--- src/rtl/riscv_bus_pkg.sv ---
// Shared bus definitions: arbiter FSM states and requester port indices.
package riscv_bus_pkg;

    typedef enum logic [1:0] {
        ST_IDLE = 2'd0,
        ST_OWN0 = 2'd1,
        ST_OWN1 = 2'd2
    } arb_state_e;

    localparam logic PORT0 = 1'b0;  // CPU load/store
    localparam logic PORT1 = 1'b1;  // I2C bridge

endpackage

--- src/rtl/dmem_arbiter_rr_pick2.sv ---
// Two-way round-robin tie-break: picks the sole requester, or on a tie the port not served last.
module rr_pick2
    import riscv_bus_pkg::*;
(
    input  logic req0,
    input  logic req1,
    input  logic last,
    output logic winner
);

    assign winner = (req0 && req1) ? (last == PORT0) : req1;

endmodule

--- src/rtl/dmem_arbiter.sv ---
// Two-port data-memory arbiter with lockable bursts capped at MAX_BURST while the other port waits.
// Grants are decoded from the registered ownership state, so a dropped request is never issued.
module dmem_arbiter
    import riscv_bus_pkg::*;
#(
    parameter int ADDR_W    = 32,
    parameter int DATA_W    = 32,
    parameter int MAX_BURST = 4
) (
    input  logic              clk,
    input  logic              reset,
    input  logic              req0,
    input  logic              req1,
    input  logic              lock0,
    input  logic              lock1,
    input  logic              we0,
    input  logic              we1,
    input  logic [ADDR_W-1:0] addr0,
    input  logic [ADDR_W-1:0] addr1,
    input  logic [DATA_W-1:0] wdata0,
    input  logic [DATA_W-1:0] wdata1,
    output logic              gnt0,
    output logic              gnt1,
    output logic              rvalid0,
    output logic              rvalid1,
    output logic [DATA_W-1:0] rdata0,
    output logic [DATA_W-1:0] rdata1,
    output logic              mem_we,
    output logic [ADDR_W-1:0] mem_addr,
    output logic [DATA_W-1:0] mem_wdata,
    input  logic [DATA_W-1:0] mem_rdata
);

    localparam int              CNT_W   = (MAX_BURST > 1) ? $clog2(MAX_BURST) : 1;
    localparam logic [CNT_W-1:0] CNT_MAX = CNT_W'(MAX_BURST - 1);

    arb_state_e       state_q, state_d;
    logic [CNT_W-1:0] cnt_q, cnt_d;
    logic             last_q;
    logic             rv0_q, rv1_q;
    logic             winner;
    logic             at_cap;
    logic             own_req, own_lock, oth_req;
    arb_state_e       oth_st;

    rr_pick2 u_rr_pick2 (
        .req0   (req0),
        .req1   (req1),
        .last   (last_q),
        .winner (winner)
    );

    assign at_cap = (cnt_q == CNT_MAX);

    always_comb begin
        state_d  = state_q;
        cnt_d    = cnt_q;
        own_req  = 1'b0;
        own_lock = 1'b0;
        oth_req  = 1'b0;
        oth_st   = ST_IDLE;
        case (state_q)
            ST_IDLE: begin
                if (req0 || req1) state_d = (winner == PORT1) ? ST_OWN1 : ST_OWN0;
            end
            ST_OWN0: begin
                own_req  = req0;
                own_lock = lock0;
                oth_req  = req1;
                oth_st   = ST_OWN1;
            end
            ST_OWN1: begin
                own_req  = req1;
                own_lock = lock1;
                oth_req  = req0;
                oth_st   = ST_OWN0;
            end
            default: state_d = ST_IDLE;
        endcase

        // A waiting port only preempts an unlocked owner or one that hit the burst cap;
        // with no contender the count parks at the cap instead of wrapping.
        if (state_q == ST_OWN0 || state_q == ST_OWN1) begin
            if (!own_req || (oth_req && (!own_lock || at_cap)))
                state_d = oth_req ? oth_st : ST_IDLE;
            else if (!at_cap)
                cnt_d = cnt_q + 1'b1;
        end

        if (state_d != state_q) cnt_d = '0;
    end

    always_ff @(posedge clk or negedge reset) begin
        if (!reset) begin
            state_q <= ST_IDLE;
            cnt_q   <= '0;
            last_q  <= PORT1;
            rv0_q   <= 1'b0;
            rv1_q   <= 1'b0;
        end else begin
            state_q <= state_d;
            cnt_q   <= cnt_d;
            if (gnt0)      last_q <= PORT0;
            else if (gnt1) last_q <= PORT1;
            // Strobe follows the issuing port even if ownership moves on next cycle.
            rv0_q   <= gnt0 && !we0;
            rv1_q   <= gnt1 && !we1;
        end
    end

    assign gnt0 = (state_q == ST_OWN0) && req0;
    assign gnt1 = (state_q == ST_OWN1) && req1;

    assign mem_we    = gnt0 ? we0    : (gnt1 ? we1    : 1'b0);
    assign mem_addr  = gnt0 ? addr0  : (gnt1 ? addr1  : '0);
    assign mem_wdata = gnt0 ? wdata0 : (gnt1 ? wdata1 : '0);

    assign rvalid0 = rv0_q;
    assign rvalid1 = rv1_q;
    assign rdata0  = rv0_q ? mem_rdata : '0;
    assign rdata1  = rv1_q ? mem_rdata : '0;

endmodule

--- config.mk ---
export PLATFORM = sky130hd
export DESIGN_NAME = dmem_arbiter
export DESIGN_NICKNAME = d
export VERILOG_FILES = /design/src/rtl/riscv_bus_pkg.sv /design/src/rtl/dmem_arbiter_rr_pick2.sv /design/src/rtl/dmem_arbiter.sv
export SDC_FILE = /design/constraint.sdc
export NUM_CORES = 1
export LEC_CHECK = 0
export CAP_MARGIN = 0
export CELL_PAD_IN_SITES_DETAIL_PLACEMENT = 2
export CELL_PAD_IN_SITES_GLOBAL_PLACEMENT = 2
export CORE_AREA = 2 2 117 119
export DETAILED_ROUTE_END_ITERATION = 16
export DIE_AREA = 0 0 119 121
export DONT_BUFFER_PORTS = 1
export PLACE_DENSITY = 0.44
export SLEW_MARGIN = 20
export SYNTH_ARGS = -nofsm -noshare
export SYNTH_HDL_FRONTEND = slang
export SYNTH_SLANG_ARGS = --single-unit
--- constraint.sdc ---
create_clock -name clk -period 3.75 [get_ports clk]
set_input_delay 0.75 -clock clk [delete_from_list [all_inputs] [get_ports clk]]
set_output_delay 0.75 -clock clk [all_outputs]
set_load 0.03 [all_outputs]
==> summary.txt, run 1 <==
Clock tree
  – PostCTS Resize Cnt: 0
  – H-tree depth: 1
  – Cell chosen for the clock root: clkbuf_16
  – CTS tree: built
  – Setup bufs post-CTS: 0
  – Clk buf depth: 2
  – Clk sinks: 7
  – Num CTS Buffers: 3
  – Clk_lat worst skew: 0.23 ns
  – CTS hold repair buffers: 0
  – Clock transition at path regs: 0.04 ns

Placed design
  – RePlAce Congestion: between 0.8 and 0.9
  – Placed wire-length estimate: 7460 µm
  – Buffers on Ports: 0
  – Setup WS pre-CTS: 0.702 ns

Worst setup path
  – CP peak stage delay: around 0.5 ns
  – Crit start category: flip-flop
  – CP Class: reg2out
  – CP arrival: 2.51 ns
  – Worst-path cell chain: inv_1, ha_1, nand2_2, inv_2, nor2_4, buf_4, a22o_1
  – CP Max Fanout: 65
  – R2r setup slk: 1.17 ns
  – Crit-path slowest cell: buf_4
  – Critical Path RT: 3.00 ns
  – Crit. End Element: primary output

Detailed routing
  – # DRC: 0
  – Initial DRC count: 75
  – Vias/cell: 4.82
  – Total wire length: 8560 µm
  – Drt pass-1 iters: 4
  – Via count: 1811
  – Antenna-violating nets left: 0
  – Average wire per standard cell: 22.8 µm

Synth
  – Synth warn: 0
  – Synth top area share: roughly a third
  – Post-Syn Area: 1710 µm²
  – Post-Syn Nets: about 390
  – Syn Inst Count: 219
  – Main area contributors after synthesis: a22o_1 (33%), and2_1 (23%), dfrtp_1 (8.8%)
  – Synth area leader: a22o_1
  – Syn_area_per_cell: 7.79 µm²
  – Count of cell types in the netlist: 42
  – Register area share after synthesis: 10.3%
  – Yosys reg bits: 7

Flow run
  – # Max-Cap Violations: 0

Global routing
  – Gr usage total: 10.2%
  – Antenna violations before repair: 0
  – First-pass GRT wire length: 11300 µm
  – Largest net degree at the start of global routing: 68
  – Grt ovf: 0
  – Vias in the first global route: 1839

Power
  – Peak supply drop: 0.145 mV
  – Pleak: 0.741 nW
  – Switch share: approximately three fifths
  – Tot Pwr: 0.00129 W
  – Clock network power share: between 10% and 20%
  – Register share of total power: 10.8%
  – Combinational Power Share: 75.1%
  – Pwr/cell area: 674 nW/µm²
  – P_sw: 0.000800 W
  – Design internal power: 0.000494 W

Timing
  – Fin. Hold Viols: 0
  – Fmax: 306 MHz
  – Setup_tns: 0 ns
  – RSZ-0062 raised after global routing: false
  – Fin worst setup slack: 0.487 ns
  – Max-slew violation total from the final report: 0
  – Tightest Pin Transition: 0.994 ns
  – Fin crit share: between 80 and 90%
  – Final setup violation count: 0
  – Fin crit period: 3.26 ns
  – Final Skew: 0.000590 ns
  – Worst slew margin: around a third

Final layout
  – Footprint of the multi-input gates: 1400 µm²
  – Filler cells: 1529
  – NumNets Final: between 300 and 400
  – Antenna cells: 0
  – Layout cells sized above 1: 9.00%
  – Reg area: 176 µm²
  – Area grow syn2layout: 12.6%

Floorplan
  – Die Ht: 121 µm
  – IO Count: 301
  – DIE WIDTH: between 100 and 150 µm
  – Placement row count: 42
  – Initial core utilization: 13.0%
  – Core Box Area: ~13000 µm²
  – Die area: around 14000 µm²

Hold path
  – Worst hold-check path type: in2async

Run status
  – Status: finished, final reports clean
synthesized netlist by cell type:
master      n
o221ai_1    1
o21a_1      1
a211oi_1    2
o311a_1     1
xnor2_1     1
nand2_1     5
a22oi_4     1
a21oi_1     1
nor2_1      5
o31ai_1     2
inv_1       4
o211ai_1    3
nand2b_1    1
o221a_1     1
a22o_4      1
buf_2       5
o2111ai_1   1
and2_1     64
o21bai_1    1
inv_2       1
nand2_2     2
and3_1      1
dfstp_2     1
nor2b_1     1
nor2_2      1
and4_2      1
nor3_1      3
a2111oi_4   1
mux2i_1     1
nor2_4      1
a211oi_2    2
o21ai_0     1
and3b_1     1
buf_1       4
dfrtp_1     6
ha_1        4
nand3_1     4
a22o_1     65
nand4_1     1
buf_4       1
buf_6       2
clkbuf_1   13
per-stage QoR:
stage / instances / util, % / hold WS (ns) / instance area (µm²)
2_1_floorplan: 219 / - / 0.454 / 1710
3_3_place_gp: 372 / 14.1 / 0.455 / 1840
3_5_place_dp: 372 / 14.1 / 0.455 / 1840
4_1_cts: 376 / 14.7 / 0.209 / 1920
5_1_grt: 376 / 14.7 / 0.207 / 1920
6_report: 376 / 14.7 / 0.216 / 1920
cells in the final DEF (no fill, tap or decap), types with 2 or more instances in the layout:
master	instances
and2_1	64
nand2_2	2
nand3_1	4
o31ai_1	2
nor3_1	3
a211oi_2	2
dfrtp_1	6
clkbuf_16	3
nor2_1	4
ha_1	4
a22o_1	65
nor2_4	2
a211oi_1	2
inv_1	4
nand2_1	5
o211ai_1	3
critical path, delay by kind of cell, from the launching register on:
family	cells	cell delay (ns)
flops	1	0.40
buf+inv	3	0.73
fa+ha+maj	1	0.37
compound gates	1	0.48
simple gates	2	0.26
layout make-up:
class | instances | area share [%]
timing repair buffer | 2 | 1.43
clock buffer | 4 | 4.10
tap | 176 | 11.5
inverter | 5 | 0.977
sequential | 7 | 9.18
multi-input combinational | 182 | 72.9
power by group through the flow:
stage | Sequential [W] | Clock, W | Combinational [W]
after global routing | 0.000147 | 0.000193 | 0.00104
after global placement | 0.000140 | 0 | 0.000971
after floorplan | 0.000121 | 0 | 0.000887
after detailed placement | 0.000142 | 0 | 0.000977
after CTS | 0.000141 | 0.000189 | 0.000982
final | 0.000140 | 0.000183 | 0.000972
worst paths after layout:
| kind | start | endpoint | cells after the start |
|---|---|---|---|
| min in group clk | last_q | last_q | 1 |
| max reg2reg | state_q[1] | cnt_q[1] | 9 |
| min reg2reg | last_q | last_q | 1 |
| max | state_q[1] | mem_wdata[16] | 7 |
| min | reset | cnt_q[1] | 0 |
| max in group asynchronous | reset | last_q | 0 |
metal layers:
metal	track usage, %	vias to the layer above	wire length [µm]
li1	-	779	-
met3	2.35	10	818
met1	12.0	850	3160
met5	0	-	0
met4	3.05	0	186
met2	18.5	172	4390
flip-flops by register name, indices dropped and copies added, names as in the netlist:
register,flops
rvalid0,1
state_q,2
cnt_q,2
rvalid1,1
last_q,1
logic make-up after synthesis:
group,Yosys count,synth area share (%)
compound gates,85,45.5
xor+xnor,1,0.513
fa+ha+maj,4,2.93
buf+inv,30,8.06
flops,7,10.3
mux,1,0.587
simple gates,91,32.0
Note: power is estimated with default switching activity, not from simulation.
==> run 2, diff against run 1 <==
Settings changed: CORE_AREA 2 2 117 119 to 3 3 115 117, DIE_AREA 0 0 119 121 to 0 0 118 120, PLACE_DENSITY 0.44 to 0.46.
==> summary.txt, run 2 (synthesis results as in run 1) <==
Run status
  – Status: finished, final reports clean

Placed design
  – RePlAce Congestion: approximately 0.9
  – Placed wire-length estimate: 8160 µm
  – Buffers on Ports: 0

Detailed routing
  – Initial DRC count: 74
  – Total wire length: roughly 9000 µm
  – Average wire per standard cell: roughly 25 µm
  – # DRC: 0
  – Antenna-violating nets left: 0
  – Drt pass-1 iters: 4
  – Vias/cell: around 4.9
  – Via count: 1840

Global routing
  – Vias in the first global route: between 1500 and 2000
  – Gr usage total: 11.5%
  – First-pass GRT wire length: 12300 µm
  – Antenna violations before repair: 0
  – Grt ovf: 0
  – Largest net degree at the start of global routing: slightly below 70

Clock tree
  – Clk sinks: 7
  – CTS hold repair buffers: 0
  – Num CTS Buffers: 3
  – Setup bufs post-CTS: 0
  – Clk_lat worst skew: 0.23 ns
  – Clk buf depth: 2
  – Cell chosen for the clock root: clkbuf_16
  – Clock transition at path regs: ~0.04 ns
  – PostCTS Resize Cnt: 0
  – CTS tree: built
  – H-tree depth: 1

Power
  – Clock network power share: 14.4%
  – Pwr/cell area: 682 nW/µm²
  – Switch share: 62.3%
  – Register share of total power: 10.6%
  – Combinational Power Share: 75.0%
  – Pleak: 0.738 nW
  – Design internal power: 0.000489 W
  – P_sw: 0.000809 W
  – Tot Pwr: around 0.0013 W
  – Peak supply drop: 0.141 mV

Worst setup path
  – CP Class: reg2out
  – Critical Path RT: 3.00 ns
  – Crit. End Element: primary output
  – RR Startpoint: state_q[1]
  – Crit start category: flip-flop
  – CP Launch Point: state_q[1]
  – CP Max Fanout: 67
  – CP arrival: 2.63 ns

Final layout
  – Largest registers: cnt_q x2, state_q x2
  – Area grow syn2layout: 11.6%
  – Antenna cells: 0
  – NumNets Final: 373
  – Most common cell after layout, fill and taps aside: a22o_1
  – Layout cells sized above 1: 9.00%
  – Commonest non-fill, non-tap cells in the layout: a22o_1 (65), and2_1 (64), dfrtp_1 (6)

Timing
  – Fin. Hold Viols: 0
  – Fmax: 296 MHz
  – Final Skew: 0.00132 ns
  – RSZ-0062 raised after global routing: false
  – WHS: 0.212 ns
  – Fin crit share: between 90% and 100%
  – Final setup violation count: 0
  – Worst slew margin: 34.5%
  – Fin crit period: 3.38 ns
  – Setup_tns: 0 ns
  – Tightest Pin Transition: 0.982 ns
  – Max-slew violation total from the final report: 0

Floorplan
  – Die Ht: 120 µm
  – DIE WIDTH: 118 µm
  – IO Count: 301
  – Placement row count: 41
  – Die area: 14200 µm²
  – Core Box Area: 12500 µm²
  – Initial core utilization: 13.7%

Hold path
  – Worst hold-check path type: in2async

Flow run
  – # Max-Cap Violations: 0
[run 2: cell counts in the layout (fill, tap and decap cells not counted)]
No cell type changed its count.
[run 2: metal layers]
layer	share of wire [%]	global-route usage (%)	up-vias
met5	0	0	-
met4	1.2	1.90	0
met3	7.5	2.31	6
met2	53	21.7	167
met1	38	13.6	887
li1	-	-	780
[run 2: final timing paths]
| check | end | slack, ns | cells past startpoint |
|---|---|---|---|
| setup reg to reg | cnt_q[1] | 0.99 | 9 |
| min in group clk | last_q | 0.56 | 1 |
| setup / recovery | mem_wdata[14] | 0.37 | 6 |
| max in group asynchronous | last_q | 3.37 | 0 |
| hold reg to reg | last_q | 0.56 | 1 |
| hold / removal | cnt_q[1] | 0.21 | 0 |
[run 2: power by group through the flow]
stage	registers [W]	clock network (W)	logic, W
after floorplan	0.000121	0	0.000887
after global placement	0.000140	0	0.000970
after detailed placement	0.000141	0	0.000975
after CTS	0.000140	0.000191	0.000981
after global routing	0.000145	0.000197	0.00104
final	0.000138	0.000187	0.000974
[run 2: worst max-delay path, cell delays in order, from the launching register on]
cell and delay (ns):
dfrtp_1 0.40, inv_1 0.17, ha_1 0.43, nand2_2 0.15, inv_2 0.10, buf_4 0.56, a22o_1 0.53
[run 2: through the flow]
| stage | instances | util (%) | worst slack, ns | area (µm²) |
|---|---|---|---|---|
| global route | 372 | 15.3 | 0.175 | 1900 |
| finish | 372 | 15.3 | 0.367 | 1900 |
| global placement | 368 | 14.6 | 0.665 | 1830 |
| CTS | 372 | 15.3 | 0.380 | 1900 |
| detailed placement | 368 | 14.6 | 0.643 | 1830 |
| floorplan | 219 | - | 1.01 | 1710 |
[run 2: cell type report]
class | instances | area [µm²]
flip-flops and latches | 7 | 176
multi-input cells | 182 | 1400
repair buffers | 2 | 15.0
fillers | 1459 | 10600
clock buffers | 4 | 78.8
inverters | 5 | 18.8
well taps | 172 | 215
==> run 3, diff against run 2 <==
Settings changed: PLACE_DENSITY 0.46 to 0.51.
==> summary.txt, run 3 (synthesis results as in run 1) <==
Run status
  – Status: finished, final reports clean

Clock tree
  – Num CTS Buffers: 3
  – H-tree depth: 1
  – Clk_lat worst skew: about 0.23 ns
  – Clock transition at path regs: 0.04 ns
  – Clk buf depth: 2
  – Cell chosen for the clock root: clkbuf_16
  – Clk sinks: 7
  – CTS tree: built

Detailed routing
  – Via count: roughly 1900
  – Drt pass-1 iters: 4
  – Antenna-violating nets left: 0
  – Initial DRC count: 58
  – Total wire length: 9520 µm
  – Average wire per standard cell: 25.5 µm
  – Vias/cell: 4.98
  – # DRC: 0

Worst setup path
  – Crit. End Element: primary output
  – Worst-path cell chain: inv_1, ha_1, nand2_2, nor2_4, buf_4, a22o_1
  – Crit start category: flip-flop
  – Critical Path RT: 3.00 ns
  – Family with the most delay on the worst path: simple AND/OR/NAND/NOR gates
  – R2R depth: 9
  – R2r setup slk: between 1 and 1.5 ns
  – RR Startpoint: state_q[1]
  – Reg2reg end: cnt_q[1]
  – CP Buf/Inv Count: 2
  – CP Max Fanout: between 40 and 50
  – CP peak stage delay: 0.46 ns
  – CP arrival: 2.71 ns
  – CP Class: reg2out
  – Crit-path slowest cell: buf_4

Floorplan
  – DIE WIDTH: approximately 120 µm
  – Initial core utilization: about 14%
  – Die area: 14200 µm²
  – IO Count: 301
  – Die Ht: 120 µm
  – Core Box Area: ~12000 µm²
  – Placement row count: 41

Power
  – Pwr/cell area: 681 nW/µm²
  – Peak supply drop: 0.175 mV
  – Tot Pwr: approximately 0.0013 W
  – Pleak: around 0.74 nW

Final layout
  – Commonest non-fill, non-tap cells in the layout: a22o_1 (65), and2_1 (64), dfrtp_1 (6)
  – Largest registers: cnt_q x2, state_q x2
  – Most common cell after layout, fill and taps aside: a22o_1
  – Area grow syn2layout: 12.3%
  – Final std cells w/o fill: 374
  – NumNets Final: ~370
  – Final core utilization: 15.4%
  – Layout cells sized above 1: 9.45%

Timing
  – Tightest Pin Transition: 0.991 ns
  – Final Skew: 0.00237 ns
  – Max-slew violation total from the final report: 0
  – Final setup violation count: 0
  – Setup_tns: 0 ns
  – Fmax: approximately 290 MHz
  – Fin. Hold Viols: 0
  – RSZ-0062 raised after global routing: false
  – Worst slew margin: roughly a third
  – Fin crit period: ~3.5 ns
  – Fin crit share: 92.3%
  – Fin worst setup slack: 0.288 ns

Global routing
  – Vias in the first global route: 1872
  – First-pass GRT wire length: approximately 12000 µm
  – Antenna violations before repair: 1
  – Grt ovf: 0
  – Largest net degree at the start of global routing: 68
  – Gr usage total: 11.4%

Hold path
  – Worst hold-check path type: in2async

Placed design
  – RePlAce Congestion: 0.775
  – Dpl cells: 368
  – Setup WS pre-CTS: 0.393 ns
  – Buffers on Ports: 0
  – Placed wire-length estimate: 8000 µm

Flow run
  – # Max-Cap Violations: 0
==> run 3: cell count changes in the layout (fill, tap and decap cells not counted), sizes merged <==
cell   delta
nor2      +1
diode     +1
==> run 3: worst register-to-register path, cell delays in order (launching register included) <==
cell       delay, ns
dfrtp_1         0.41
inv_1           0.17
ha_1            0.46
nand2_2         0.16
inv_2           0.16
buf_6           0.44
nor2_4          0.10
a2111oi_4       0.39
mux2i_1         0.24
nor3_1          0.06
==> run 3: per-stage QoR <==
step,hold slack [ns],area [µm²]
final,0.216,1920
after CTS,0.212,1900
after global routing,0.207,1920
after floorplan,0.454,1710
after detailed placement,0.455,1830
after global placement,0.455,1830
==> run 3: how the worst max path moves through the flow <==
stage,startpoint,end,slack (ns),depth (start not counted)
floorplan,req0,mem_wdata[22],1.01,5
global placement,state_q[1],mem_wdata[20],0.48,7
detailed placement,state_q[1],mem_wdata[20],0.39,7
CTS,state_q[1],mem_wdata[20],0.15,7
global route,state_q[0],mem_wdata[20],0.05,6
finish,state_q[0],mem_wdata[20],0.29,6
==> run 3: final cells by class <==
cell class	instances	area, µm²
tap	172	215
clock buffer	4	78.8
multi-input combinational	183	1410
antenna	1	2.50
inverter	5	18.8
sequential	7	176
fill	1483	10500
timing repair buffer	2	18.8
==> run 3: where the power goes <==
part,internal (W),leakage (nW),switching (W)
sequential,0.000101,0.0918,0.0000380
combinational,0.000250,0.609,0.000738
clock,0.000141,0.0382,0.0000385
==> run 3: routing by layer <==
layer	part of all wire [%]	GRT usage, %
met2	57	21.9
met5	0	0
met4	0.42	2.49
met3	8.2	3.30
met1	34	12.2
==> run 3: repair_timing <==
item,4_1_cts,5_1_grt
endpoints found under the setup margin,0,8
hold buffers,0,0
resized for setup,0,1
hold endpoints to repair,0,0
buffers inserted,0,0
